[config.mk]
export PLATFORM = sky130hd
export DESIGN_NAME = enc4to2_seq
export DESIGN_NICKNAME = d
export VERILOG_FILES = /design/src/rtl/enc4to2_seq_pkg.sv /design/src/rtl/enc4to2_seq_prio_enc_n.sv /design/src/rtl/enc4to2_seq.sv
export SDC_FILE = /design/constraint.sdc
export NUM_CORES = 1
export LEC_CHECK = 0
export ABC_CLOCK_PERIOD_IN_PS = 1400
export BUFFER_PORTS_ARGS = -buffer_cell sky130_fd_sc_hd__buf_2
export CAP_MARGIN = 20
export CORE_AREA = 2 2 39 41
export DETAILED_ROUTE_END_ITERATION = 10
export DIE_AREA = 0 0 41 43
export MAX_ROUTING_LAYER = met4
export PLACE_DENSITY_LB_ADDON = 0.08
export SLEW_MARGIN = 5
export SYNTH_ARGS = -nofsm -noshare
export SYNTH_HDL_FRONTEND = slang
export SYNTH_SLANG_ARGS = --single-unit
[constraint.sdc]
create_clock -name clk -period 1.4 [get_ports clk]
set_input_delay 0.07 -clock clk [delete_from_list [all_inputs] [get_ports clk]]
set_output_delay 0.07 -clock clk [all_outputs]
set_load 0.01 [all_outputs]
[src/rtl/enc4to2_seq_pkg.sv]
// Shared types and defaults for the registered priority encoder.
// No logic; state encoding and default widths only.
// No handshake of its own.
package enc_pkg;

    typedef enum logic {
        IDLE = 1'b0,
        HOLD = 1'b1
    } state_t;

    localparam int N_DEF = 4;
    localparam int W_DEF = $clog2(N_DEF);

endpackage

[src/rtl/enc4to2_seq_prio_enc_n.sv]
// Combinational priority encoder: highest set bit of pend wins.
// Zero latency.
// No flow control; purely a function of pend.
module prio_enc_n #(
    parameter int N = 4,
    parameter int W = $clog2(N)
) (
    input  logic [N-1:0] pend,
    output logic [W-1:0] idx,
    output logic         any,
    output logic         multi
);

    int cnt;

    always_comb begin
        idx = '0;
        cnt = 0;
        // Ascending scan so the last (highest) set bit overwrites idx.
        for (int k = 0; k < N; k++) begin
            if (pend[k]) begin
                idx = W'(k);
                cnt = cnt + 1;
            end
        end
        any   = |pend;
        multi = (cnt > 1);
    end

endmodule

[src/rtl/enc4to2_seq.sv]
// Registered priority encoder: captures requests into pend, presents highest index.
// Request at edge t -> v=1 after edge t+1; one bubble cycle after each ack.
// y/multi frozen while v=1 until ack; new requests accumulate in pend meanwhile.
module enc4to2_seq
    import enc_pkg::*;
#(
    parameter  int N = N_DEF,
    localparam int W = $clog2(N)
) (
    input  logic         clk,
    input  logic         rst,
    input  logic [N-1:0] i,
    input  logic         e,
    input  logic         ack,
    output logic [W-1:0] y,
    output logic         v,
    output logic         multi,
    output logic [N-1:0] pend
);

    state_t       state, state_nx;
    logic [W-1:0] y_nx;
    logic         multi_nx;
    logic [N-1:0] clr;
    logic [W-1:0] p_idx;
    logic         p_any;
    logic         p_multi;

    prio_enc_n #(.N(N), .W(W)) u_prio (
        .pend  (pend),
        .idx   (p_idx),
        .any   (p_any),
        .multi (p_multi)
    );

    always_comb begin
        state_nx = state;
        y_nx     = y;
        multi_nx = multi;
        clr      = '0;
        case (state)
            IDLE: begin
                if (p_any) begin
                    y_nx     = p_idx;
                    multi_nx = p_multi;
                    state_nx = HOLD;
                end
            end
            HOLD: begin
                if (ack) begin
                    clr[y]   = 1'b1;
                    state_nx = IDLE;
                end
            end
            default: state_nx = IDLE;
        endcase
    end

    always_ff @(posedge clk or posedge rst) begin
        if (rst) begin
            state <= IDLE;
            y     <= '0;
            multi <= 1'b0;
            pend  <= '0;
        end else begin
            state <= state_nx;
            y     <= y_nx;
            multi <= multi_nx;
            // Set is OR'd after the clear so a re-asserted request survives its ack.
            pend  <= (pend & ~clr) | (e ? i : '0);
        end
    end

    assign v = (state == HOLD);

endmodule

==> results of run 1 <==
[state kept, by name, summed over array words and instances, names as in the netlist]
signal and flops:
pend 4, y 2, multi 1, v 1
[synth_stat cells]
library cell,count
nor2_1,4
o21ai_0,4
mux2i_1,2
nand4_1,1
buf_6,1
o21ai_1,1
a22o_1,1
inv_1,5
a21oi_2,1
ha_1,4
o32a_1,1
a31oi_1,1
a22o_2,1
nor3_1,1
nand3_1,1
a21oi_1,3
xnor2_1,1
nand2_1,6
a21o_1,1
dfrtp_1,8
[worst max-delay path: cells and delay by family, from the launching register on]
| kind | cells | cell delay [ns] |
|---|---|---|
| AO/OA/AOI/OAI | 4 | 0.47 |
| flip-flops | 1 | 0.37 |
| adder cells (fa/ha/maj) | 1 | 0.28 |
| buffers and inverters | 1 | 0.08 |
[logic make-up (layout without fill, tap and decap cells)]
family / after synthesis / count (layout) / synth area share [%]
DFF: 8 / 8 / 44.1
AOI/OAI and AO/OA: 14 / 14 / 20.1
muxes: 2 / 2 / 4.41
buffers and inverters: 6 / 29 / 6.61
adders and majority gates: 4 / 4 / 11.0
xor gates and xnor gates: 1 / 1 / 1.93
and+or+nand+nor: 13 / 13 / 11.8
[routing by layer]
| layer | track usage, % | vias up |
|---|---|---|
| li1 | - | 213 |
| met1 | 20.3 | 188 |
| met2 | 19.7 | 10 |
| met3 | 4.71 | 2 |
| met4 | 6.00 | 0 |
| met5 | - | - |
[cell usage in the layout (no fill, tap or decap), drive strengths merged]
cell type / instances
nand3: 1
buf: 18
nand4: 1
dlygate4sd3: 2
o32a: 1
inv: 5
a21oi: 4
nor3: 1
nor2: 4
ha: 4
dfrtp: 8
a22o: 2
clkbuf: 4
xnor2: 1
a31oi: 1
o21ai: 5
nand2: 6
mux2i: 2
a21o: 1
[power by group through the flow]
stage | combinational, uW | clock [uW] | sequential [uW]
after floorplan | 353 | 0 | 482
after global placement | 568 | 0 | 471
after detailed placement | 573 | 0 | 469
after CTS | 581 | 201 | 467
after global routing | 678 | 214 | 490
final | 610 | 192 | 470
[through the flow]
| step | instances | setup WS (ns) | setup TNS (ns) | util (%) | hold slack [ns] |
|---|---|---|---|---|---|
| after CTS | 86 | 0.0235 | 0 | 44.3 | 0.0174 |
| after global routing | 87 | -0.0345 | -0.0345 | 45.3 | 0.0256 |
| after floorplan | 48 | 0.0250 | 0 | - | -0.114 |
| after global placement | 80 | 0.0562 | 0 | 41.0 | 0.0335 |
| final | 87 | 0.0484 | 0 | 45.3 | 0.0269 |
| after detailed placement | 80 | 0.0418 | 0 | 41.0 | 0.0379 |
[timing repair]
action,CTS,global route
gates resized for setup,0,2
setup buffers,0,1
hold buffers,2,0
endpoints found under the setup margin,0,1
hold endpoints to repair,9,0
[worst paths after layout]
| kind | start | to | slack (ns) | cells past startpoint |
|---|---|---|---|---|
| max | pend[1]$_DFF_PP0_ | multi$_DFFE_PP0P_ | 0.05 | 6 |
| min | i[0] | pend[0]$_DFF_PP0_ | 0.03 | 3 |
| max reg2reg | pend[1]$_DFF_PP0_ | multi$_DFFE_PP0P_ | 0.05 | 6 |
| min reg2reg | multi$_DFFE_PP0P_ | multi$_DFFE_PP0P_ | 0.55 | 2 |
| max in group asynchronous | rst | pend[1]$_DFF_PP0_ | 0.84 | 3 |
| min in group asynchronous | rst | y[0]$_DFFE_PP0P_ | 0.30 | 3 |
[layout make-up]
class,instances,area [um2]
multi-input combinational,34,243
clock buffer,4,26.3
tap,16,20.0
sequential,8,201
inverter,5,18.8
timing repair buffer,20,118
fill,152,757
==> qor.txt, run 1 <==
pwr/cell area = 2030 nW/um2
# diodes = 0
Die Wd = 41 um
Internal = 751 uW
wire per inst = 11.9 um
routed vias = 413
CTS tree = done
number of global-route vias before repair = 364
Clock Skew = 0.00798 ns
slowest stage delay, CP = 0.37 ns
final wirelength = 1030 um
wire length on met2 = 479 um
core area = 1380 um2
worst-path cell chain = inv_1, ha_4, a21oi_2, o32a_1, o21ai_1, a31oi_1
YS warnings = 0
Net Sw Power = 521 uW
antenna violations before repair = 0
DRT Pass-1 Iters = 4
Seq/Total Area, Yosys = 44.1%
starting density of the core = 32.8%
DIE HEIGHT = 43 um
Final Cycle Share = 96.5%
endpoints failing setup = 0
clock-pin slew on the worst setup and hold paths = 0.06 ns
hold crit path type = in2reg
final instance area = 627 um2
Sw Ratio = 40.9%
Peak Freq = 740 MHz
largest net degree at the start of global routing = 9
synth unique cells = 20
Synth area leaders = dfrtp_1, ha_1, nand2_1
Critical Path AT = 1.47 ns
CP Capture Type = register
total CTS buffers = 3
slew of the pin with the lowest slew margin = 0.312 ns
Combinational Power Share = 48.0%
residual DRC count = 0
area share of the largest cell type after synthesis = 44.1%
Rel. slew slack = 79.2%
Tot Pwr = 1270 uW
post-synthesis sequential element count = 8
CP Launch Type = register
Root Driver = clkbuf_4
highest metal used = met4
GPL Wtd Cong = 0.665
Reg power frac = 37.0%
outcome = completed
cells after synthesis = 48
Iteration-0 DRC Markers = 5
CP max-delay cell = dfrtp_2
Tot GR Track Use = 14.8%
Fin. Hold Viols = 0
Post-Syn Area = 454 um2
VDD IR-drop max = 693 uV
Vias/cell = 4.75
max-slew violations = 0
WS Path Type = reg2reg
Ports = 16
Worst Path Max Fanout = 3
Clock Power Share = 15.1%
first-pass GRT wire length = 1660 um
input/output buffers = 15
max cap viols = 0
RSZ-0062 raised after global routing = true
Final #Nets = 84
Clk Latency, worst-skew pair = 0.26 ns
Syn-to-layout area delta = 38.0%
layout cells sized above 1 = 39.4%
post-synth net total = 60
clock sinks = 8
fin crit period = 1.35 ns
Die Footprint = 1760 um2
dpl cell area = 567 um2
GRT overflow = 0
Final HPWL DP = 777 um
H-tree depth = 1
standard-cell rows = 14
Post-DRT Antenna Nets = 0
wl on met1 = 488 um
synthesized area per cell = 9.46 um2
met3 WL post-DR = 55 um
Static Leak = 0.000307 uW
clk buf depth = 2
WP data required = 1.52 ns
area leader, netlist = dfrtp_1
Power figures use the tool's default switching activity.
==> inputs of run 2 (changes only) <==
--- a/config.mk
+++ b/config.mk
@@ -13,6 +13,7 @@
 export DIE_AREA = 0 0 41 43
 export MAX_ROUTING_LAYER = met4
 export PLACE_DENSITY_LB_ADDON = 0.08
+export SETUP_SLACK_MARGIN = 0.05
 export SLEW_MARGIN = 5
 export SYNTH_ARGS = -nofsm -noshare
 export SYNTH_HDL_FRONTEND = slang
==> run 2 against run 1 <==
  * Cell count grew 2.3%
  * Highest routed layer unchanged
  * Global-route usage grew 0.52 points
  * Die area is the same
==> qor.txt, run 2 (synthesis results as in run 1) <==
fin crit period = 1.34 ns (was 1.35 ns)
Root Driver = clkbuf_4 (unchanged)
FILL cells = 151 (was 152)
DIE HEIGHT = 43 um (unchanged)
max cap viols = 0 (unchanged)
max-slew violations = 0 (unchanged)
WP data required = 1.52 ns (about the same)
critical path startpoint = pend[0]$_DFF_PP0_ (was pend[1]$_DFF_PP0_)
Final Cycle Share = 95.6% (was 96.5%)
Levels on crit path = 6 (unchanged)
Worst Path Max Fanout = 3 (unchanged)
wire length on met2 = 502 um (was 479 um)
GPL Wtd Cong = 0.665 (about the same)
VDD IR-drop max = 694 uV (was 693 uV)
clock sinks = 8 (unchanged)
largest net degree at the start of global routing = 9 (unchanged)
DRT Pass-1 Iters = 4 (unchanged)
endpoints failing setup = 0 (unchanged)
TNS Setup = 0 ns (unchanged)
Sw Ratio = 40.9% (about the same)
CP Capture Point = multi$_DFFE_PP0P_ (unchanged)
biggest regs = pend x4, y x2 (unchanged)
# diodes = 0 (unchanged)
core area = 1380 um2 (unchanged)
pwr/cell area = 2020 nW/um2 (was 2030 nW/um2)
routed vias = 418 (was 413)
met3 WL post-DR = 55 um (unchanged)
hold path cells = 3 (unchanged)
worst-path cell chain = inv_2, ha_4, a21oi_2, o32a_1, o21ai_1, a31oi_1 (was inv_1, ha_4, a21oi_2, o32a_1, o21ai_1, a31oi_1)
CTS tree = done (unchanged)
Tot GR Track Use = 15.3% (was 14.8%)
H-tree depth = 1 (unchanged)
reg2reg start = pend[0]$_DFF_PP0_ (was pend[1]$_DFF_PP0_)
most common cell after layout, fill and taps aside = buf_2 (unchanged)
Internal = 765 uW (was 751 uW)
Die Wd = 41 um (unchanged)
antenna violations before repair = 0 (unchanged)
Vias/cell = 4.70 (was 4.75)
standard-cell rows = 14 (unchanged)
Largest register FFs = 4 (unchanged)
Reg power frac = 36.6% (was 37.0%)
Clk Latency, worst-skew pair = 0.26 ns (about the same)
residual DRC count = 0 (unchanged)
slew of the pin with the lowest slew margin = 0.310 ns (was 0.312 ns)
RSZ-0062 raised after global routing = true (unchanged)
CP Capture Type = register (unchanged)
Clock Power Share = 14.8% (was 15.1%)
RR Endpoint = multi$_DFFE_PP0P_ (unchanged)
Die Footprint = 1760 um2 (unchanged)
Syn-to-layout area delta = 41.3% (was 38.0%)
WP buf/inv = 1 (unchanged)
CP max-delay cell = dfrtp_1 (was dfrtp_2)
GRT overflow = 0 (unchanged)
Net Sw Power = 530 uW (was 521 uW)
Combinational Power Share = 48.6% (was 48.0%)
Peak Freq = 747 MHz (was 740 MHz)
clk buf depth = 2 (unchanged)
Final #Nets = 86 (was 84)
reg2reg path depth = 6 (unchanged)
Clock Skew = 0.00745 ns (was 0.00798 ns)
first-pass GRT wire length = 1720 um (was 1660 um)
Post-DRT Antenna Nets = 0 (unchanged)
Critical Path AT = 1.46 ns (was 1.47 ns)
Static Leak = 0.000316 uW (was 0.000307 uW)
total CTS buffers = 3 (unchanged)
Final HPWL DP = 777 um (unchanged)
outcome = completed (unchanged)
wire per inst = 12.0 um (was 11.9 um)
layout cells sized above 1 = 42.5% (was 39.4%)
Biggest register = pend (unchanged)
delay-heaviest family, CP = compound AO/OA/AOI/OAI gates (unchanged)
input/output buffers = 15 (unchanged)
Ports = 16 (unchanged)
dpl cell area = 567 um2 (unchanged)
hold crit path type = in2reg (unchanged)
CP Launch Type = register (unchanged)
final wirelength = 1070 um (was 1030 um)
wl on met1 = 501 um (was 488 um)
starting density of the core = 32.8% (unchanged)
clock-pin slew on the worst setup and hold paths = 0.06 ns (about the same)
Fin. Hold Viols = 0 (unchanged)
final instance area = 642 um2 (was 627 um2)
highest metal used = met4 (unchanged)
WS Path Type = reg2reg (unchanged)
Iteration-0 DRC Markers = 7 (was 5)
Rel. slew slack = 79.3% (was 79.2%)
R2R setup slack = 0.06 ns (was 0.05 ns)
number of global-route vias before repair = 374 (was 364)
most frequent cells in the layout = buf_2, dfrtp_1, nand2_1 (unchanged)
slowest stage delay, CP = 0.38 ns (was 0.37 ns)
==> run 2: changes by cell type in the layout (fill, tap and decap cells not counted), sizes merged <==
cell  before  now
buf       18   20
==> run 2: stage by stage <==
step / instances / setup WS [ns] / utilization [%] / hold WS [ns] / total power (uW)
2_1_floorplan: 48 / 0.0250 / - / -0.114 / 835
3_3_place_gp: 80 / 0.0562 / 41.0 / 0.0335 / 1040
3_5_place_dp: 80 / 0.0418 / 41.0 / 0.0379 / 1040
4_1_cts: 88 / 0.0474 / 45.4 / 0.0174 / 1280
5_1_grt: 89 / -0.0232 / 46.4 / 0.0256 / 1410
6_report: 89 / 0.0610 / 46.4 / 0.0268 / 1290
==> run 2: layout make-up <==
cell class	count	area, um2	share of cell area, %
Clock buffer	4	26.3	4.09
Sequential cell	8	201	31.4
Timing Repair Buffer	22	133	20.7
Multi-Input combinational cell	34	243	37.8
Inverter	5	18.8	2.92
Tap cell	16	20.0	3.12
==> run 2: repair_timing <==
| item | 4_1_cts | 5_1_grt |
|---|---|---|
| hold buffers | 2 | 0 |
| setup endpoints to repair | 1 | 1 |
| hold endpoints to repair | 9 | 0 |
| setup buffers | 2 | 1 |
| resized for setup | 1 | 2 |
| pin swaps | 2 | 1 |
==> run 2: worst reg2reg max path: cells and delay by family (launching register included) <==
kind                       cells  cell delay (ns)
DFF                            1             0.38
buffers and inverters          1             0.07
adders and majority gates      1             0.27
AOI/OAI and AO/OA              4             0.47
==> run 2: worst min path at each step <==
stage          from                end  slack, ns
2_1_floorplan   rst  multi$_DFFE_PP0P_      -0.11
3_5_place_dp    rst  pend[2]$_DFF_PP0_       0.04
5_1_grt        i[0]  pend[0]$_DFF_PP0_       0.03
4_1_cts        i[0]  pend[0]$_DFF_PP0_       0.02
6_report       i[0]  pend[0]$_DFF_PP0_       0.03
3_3_place_gp    rst  pend[2]$_DFF_PP0_       0.03
==> run 2: per-layer routing <==
| layer | up-vias | GRT usage, % |
|---|---|---|
| li1 | 216 | - |
| met1 | 190 | 20.7 |
| met2 | 10 | 20.9 |
| met3 | 2 | 4.71 |
| met4 | 0 | 6.00 |
| met5 | - | - |
==> run 2: power groups by stage <==
| stage | combinational, uW | sequential (uW) | clock, uW |
|---|---|---|---|
| 2_1_floorplan | 353 | 482 | 0 |
| 3_3_place_gp | 568 | 471 | 0 |
| 3_5_place_dp | 573 | 469 | 0 |
| 4_1_cts | 611 | 470 | 201 |
| 5_1_grt | 699 | 493 | 214 |
| 6_report | 629 | 474 | 191 |
==> inputs of run 3 (changes only) <==
--- a/config.mk
+++ b/config.mk
@@ -8,9 +8,10 @@
 export ABC_CLOCK_PERIOD_IN_PS = 1400
 export BUFFER_PORTS_ARGS = -buffer_cell sky130_fd_sc_hd__buf_2
 export CAP_MARGIN = 20
-export CORE_AREA = 2 2 39 41
+export CELL_PAD_IN_SITES_DETAIL_PLACEMENT = 1
+export CELL_PAD_IN_SITES_GLOBAL_PLACEMENT = 1
+export CORE_UTILIZATION = 30
 export DETAILED_ROUTE_END_ITERATION = 10
-export DIE_AREA = 0 0 41 43
 export MAX_ROUTING_LAYER = met4
 export PLACE_DENSITY_LB_ADDON = 0.08
 export SETUP_SLACK_MARGIN = 0.05
@@ -18,3 +19,4 @@
 export SYNTH_ARGS = -nofsm -noshare
 export SYNTH_HDL_FRONTEND = slang
 export SYNTH_SLANG_ARGS = --single-unit
+export TNS_END_PERCENT = 30
==> run 3 against run 2 <==
  * Non-clock buffer count shrank 2
  * First-iteration DRC count shrank 57%
  * Fmax is 2.7% lower
  * Register-to-register slack got worse by 0.04 ns
  * Sequential share of layout area up 0.75 points
  * Sequential power is 1% higher
  * Global-route usage is 5.1 points higher
  * Flip-flop and latch count did not move
  * Die area fell by 5.1%
  * Routed wire length is 18% higher
  * Clock skew down 0.0056 ns
  * Critical endpoint unchanged
  * Design area fell by 2.3%
==> qor.txt, run 3 (synthesis results as in run 1) <==
Static Leak = 0.000302 uW (was 0.000316 uW)
wire per inst = 14.7 um (was 12.0 um)
Worst Path Max Fanout = 3 (unchanged)
Post-DRT Antenna Nets = 0 (unchanged)
clock sinks = 8 (unchanged)
residual DRC count = 0 (unchanged)
layout cells sized above 1 = 43.7% (was 42.5%)
wl on met1 = 584 um (was 501 um)
Clock Skew = 0.00182 ns (was 0.00745 ns)
GRT overflow = 0 (unchanged)
max-slew violations = 0 (unchanged)
Biggest register = pend (unchanged)
WP data required = 1.52 ns (about the same)
pwr/cell area = 2110 nW/um2 (was 2020 nW/um2)
highest metal used = met4 (unchanged)
clk buf depth = 2 (unchanged)
placed cells = 78 (was 80)
number of global-route vias before repair = 420 (was 374)
Fin. Hold Viols = 0 (unchanged)
RR Endpoint = multi$_DFFE_PP0P_ (unchanged)
wire length on met2 = 613 um (was 502 um)
Largest register FFs = 4 (unchanged)
# diodes = 0 (unchanged)
WS Path Type = reg2reg (unchanged)
DRT Pass-1 Iters = 2 (was 4)
Critical Path AT = 1.50 ns (was 1.46 ns)
Rel. slew slack = 77.6% (was 79.3%)
Vias/cell = 5.00 (was 4.70)
Clock Power Share = 14.7% (was 14.8%)
standard-cell rows = 13 (was 14)
fin crit period = 1.38 ns (was 1.34 ns)
antenna violations before repair = 0 (unchanged)
total CTS buffers = 3 (unchanged)
Net Sw Power = 557 uW (was 530 uW)
reg2reg start = pend[0]$_DFF_PP0_ (unchanged)
critical path startpoint = pend[0]$_DFF_PP0_ (unchanged)
Die Wd = 40.9 um (was 41 um)
slew of the pin with the lowest slew margin = 0.335 ns (was 0.310 ns)
Combinational Power Share = 49.0% (was 48.6%)
CP Capture Type = register (unchanged)
biggest regs = pend x4, y x2 (unchanged)
DIE HEIGHT = 40.9 um (was 43 um)
most frequent cells in the layout = buf_2, dfrtp_1, nand2_1 (unchanged)
most common cell after layout, fill and taps aside = buf_2 (unchanged)
first-pass GRT wire length = 1980 um (was 1720 um)
FILL cells = 168 (was 151)
Syn-to-layout area delta = 38.0% (was 41.3%)
GPL Wtd Cong = 0.705 (was 0.665)
R2R setup slack = 0.02 ns (was 0.06 ns)
Iteration-0 DRC Markers = 3 (was 7)
Reg power frac = 36.4% (was 36.6%)
routed vias = 430 (was 418)
Ports = 16 (unchanged)
hold crit path type = in2reg (unchanged)
Fin Hold WS = 0.0306 ns (was 0.0268 ns)
CTS tree = done (unchanged)
Worst Min Path Start = i[1] (was i[0])
max cap viols = 0 (unchanged)
Sw Ratio = 42.2% (was 40.9%)
Die Footprint = 1670 um2 (was 1760 um2)
Final Cycle Share = 98.3% (was 95.6%)
Final #Nets = 84 (was 86)
final non-filler cell total = 86 (was 89)
RSZ-0062 raised after global routing = true (unchanged)
final wirelength = 1260 um (was 1070 um)
core area = 1350 um2 (was 1380 um2)
hold path cells = 3 (unchanged)
endpoints failing setup = 0 (unchanged)
Final HPWL DP = 959 um (was 777 um)
starting density of the core = 33.6% (was 32.8%)
H-tree depth = 1 (unchanged)
CP Launch Type = register (unchanged)
met3 WL post-DR = 53 um (was 55 um)
Peak Freq = 726 MHz (was 747 MHz)
input/output buffers = 15 (unchanged)
Internal = 763 uW (was 765 uW)
Root Driver = clkbuf_4 (unchanged)
reg2reg path depth = 6 (unchanged)
hold worst-path end = pend[1]$_DFF_PP0_ (was pend[0]$_DFF_PP0_)
largest net degree at the start of global routing = 9 (unchanged)
VDD IR-drop max = 920 uV (was 694 uV)
Tot GR Track Use = 20.4% (was 15.3%)
clock-pin slew on the worst setup and hold paths = 0.06 ns (about the same)
Clk Latency, worst-skew pair = 0.25 ns (was 0.26 ns)
outcome = completed (unchanged)
[run 3: routing by layer]
metal | global-route usage [%] | vias to the layer above
li1 | - | 213
met1 | 24.0 | 203
met2 | 28.5 | 12
met3 | 8.15 | 2
met4 | 12.5 | 0
met5 | - | -
[run 3: metrics by stage]
| stage | util [%] | area [um2] | setup WS, ns | total power, uW | TNS (ns) |
|---|---|---|---|---|---|
| 6_report | 46.4 | 627 | 0.0235 | 1320 | 0 |
| 5_1_grt | 46.4 | 627 | -0.0565 | 1450 | -0.0565 |
| 3_5_place_dp | 41.3 | 558 | -0.0349 | 1050 | -0.0349 |
| 3_3_place_gp | 41.3 | 558 | 0.0189 | 1040 | 0 |
| 2_1_floorplan | - | 468 | 0.0250 | 835 | 0 |
| 4_1_cts | 46.2 | 623 | 0.00633 | 1320 | 0 |
[run 3: worst max path at each step]
stage,endpoint,slack [ns],cells after the start
after global placement,multi$_DFFE_PP0P_,0.02,6
after global routing,multi$_DFFE_PP0P_,-0.06,6
after CTS,multi$_DFFE_PP0P_,0.006,6
after detailed placement,multi$_DFFE_PP0P_,-0.03,6
after floorplan,multi$_DFFE_PP0P_,0.03,6
final,multi$_DFFE_PP0P_,0.02,6
[run 3: timing repair]
item / in CTS / in global routing
gates resized for setup: 3 / 1
buffers inserted: 3 / 0
endpoints found under the hold margin: 8 / 0
setup endpoints to repair: 1 / 1
hold buffers: 1 / 0
pin swaps: 2 / 1
[run 3: area by class of cell]
type / count / area [um2] / area share [%]
multi-input combinational: 34 / 246 / 39.3
sequential: 8 / 201 / 32.1
timing repair buffer: 20 / 115 / 18.4
clock buffer: 4 / 26.3 / 4.19
inverter: 5 / 18.8 / 2.99
tap: 15 / 18.8 / 2.99
[run 3: power by group through the flow]
stage | Clock [uW] | Sequential (uW) | Combinational (uW)
final | 194 | 480 | 646
after floorplan | 0 | 482 | 353
after detailed placement | 0 | 479 | 572
after global routing | 221 | 506 | 724
after CTS | 203 | 480 | 634
after global placement | 0 | 476 | 560
[run 3: critical path, cell delays in order (launching register included)]
cell and delay (ns):
dfrtp_1 0.39, inv_2 0.08, ha_4 0.27, a21oi_2 0.04, o32a_1 0.29, o21ai_1 0.08
a31oi_1 0.10
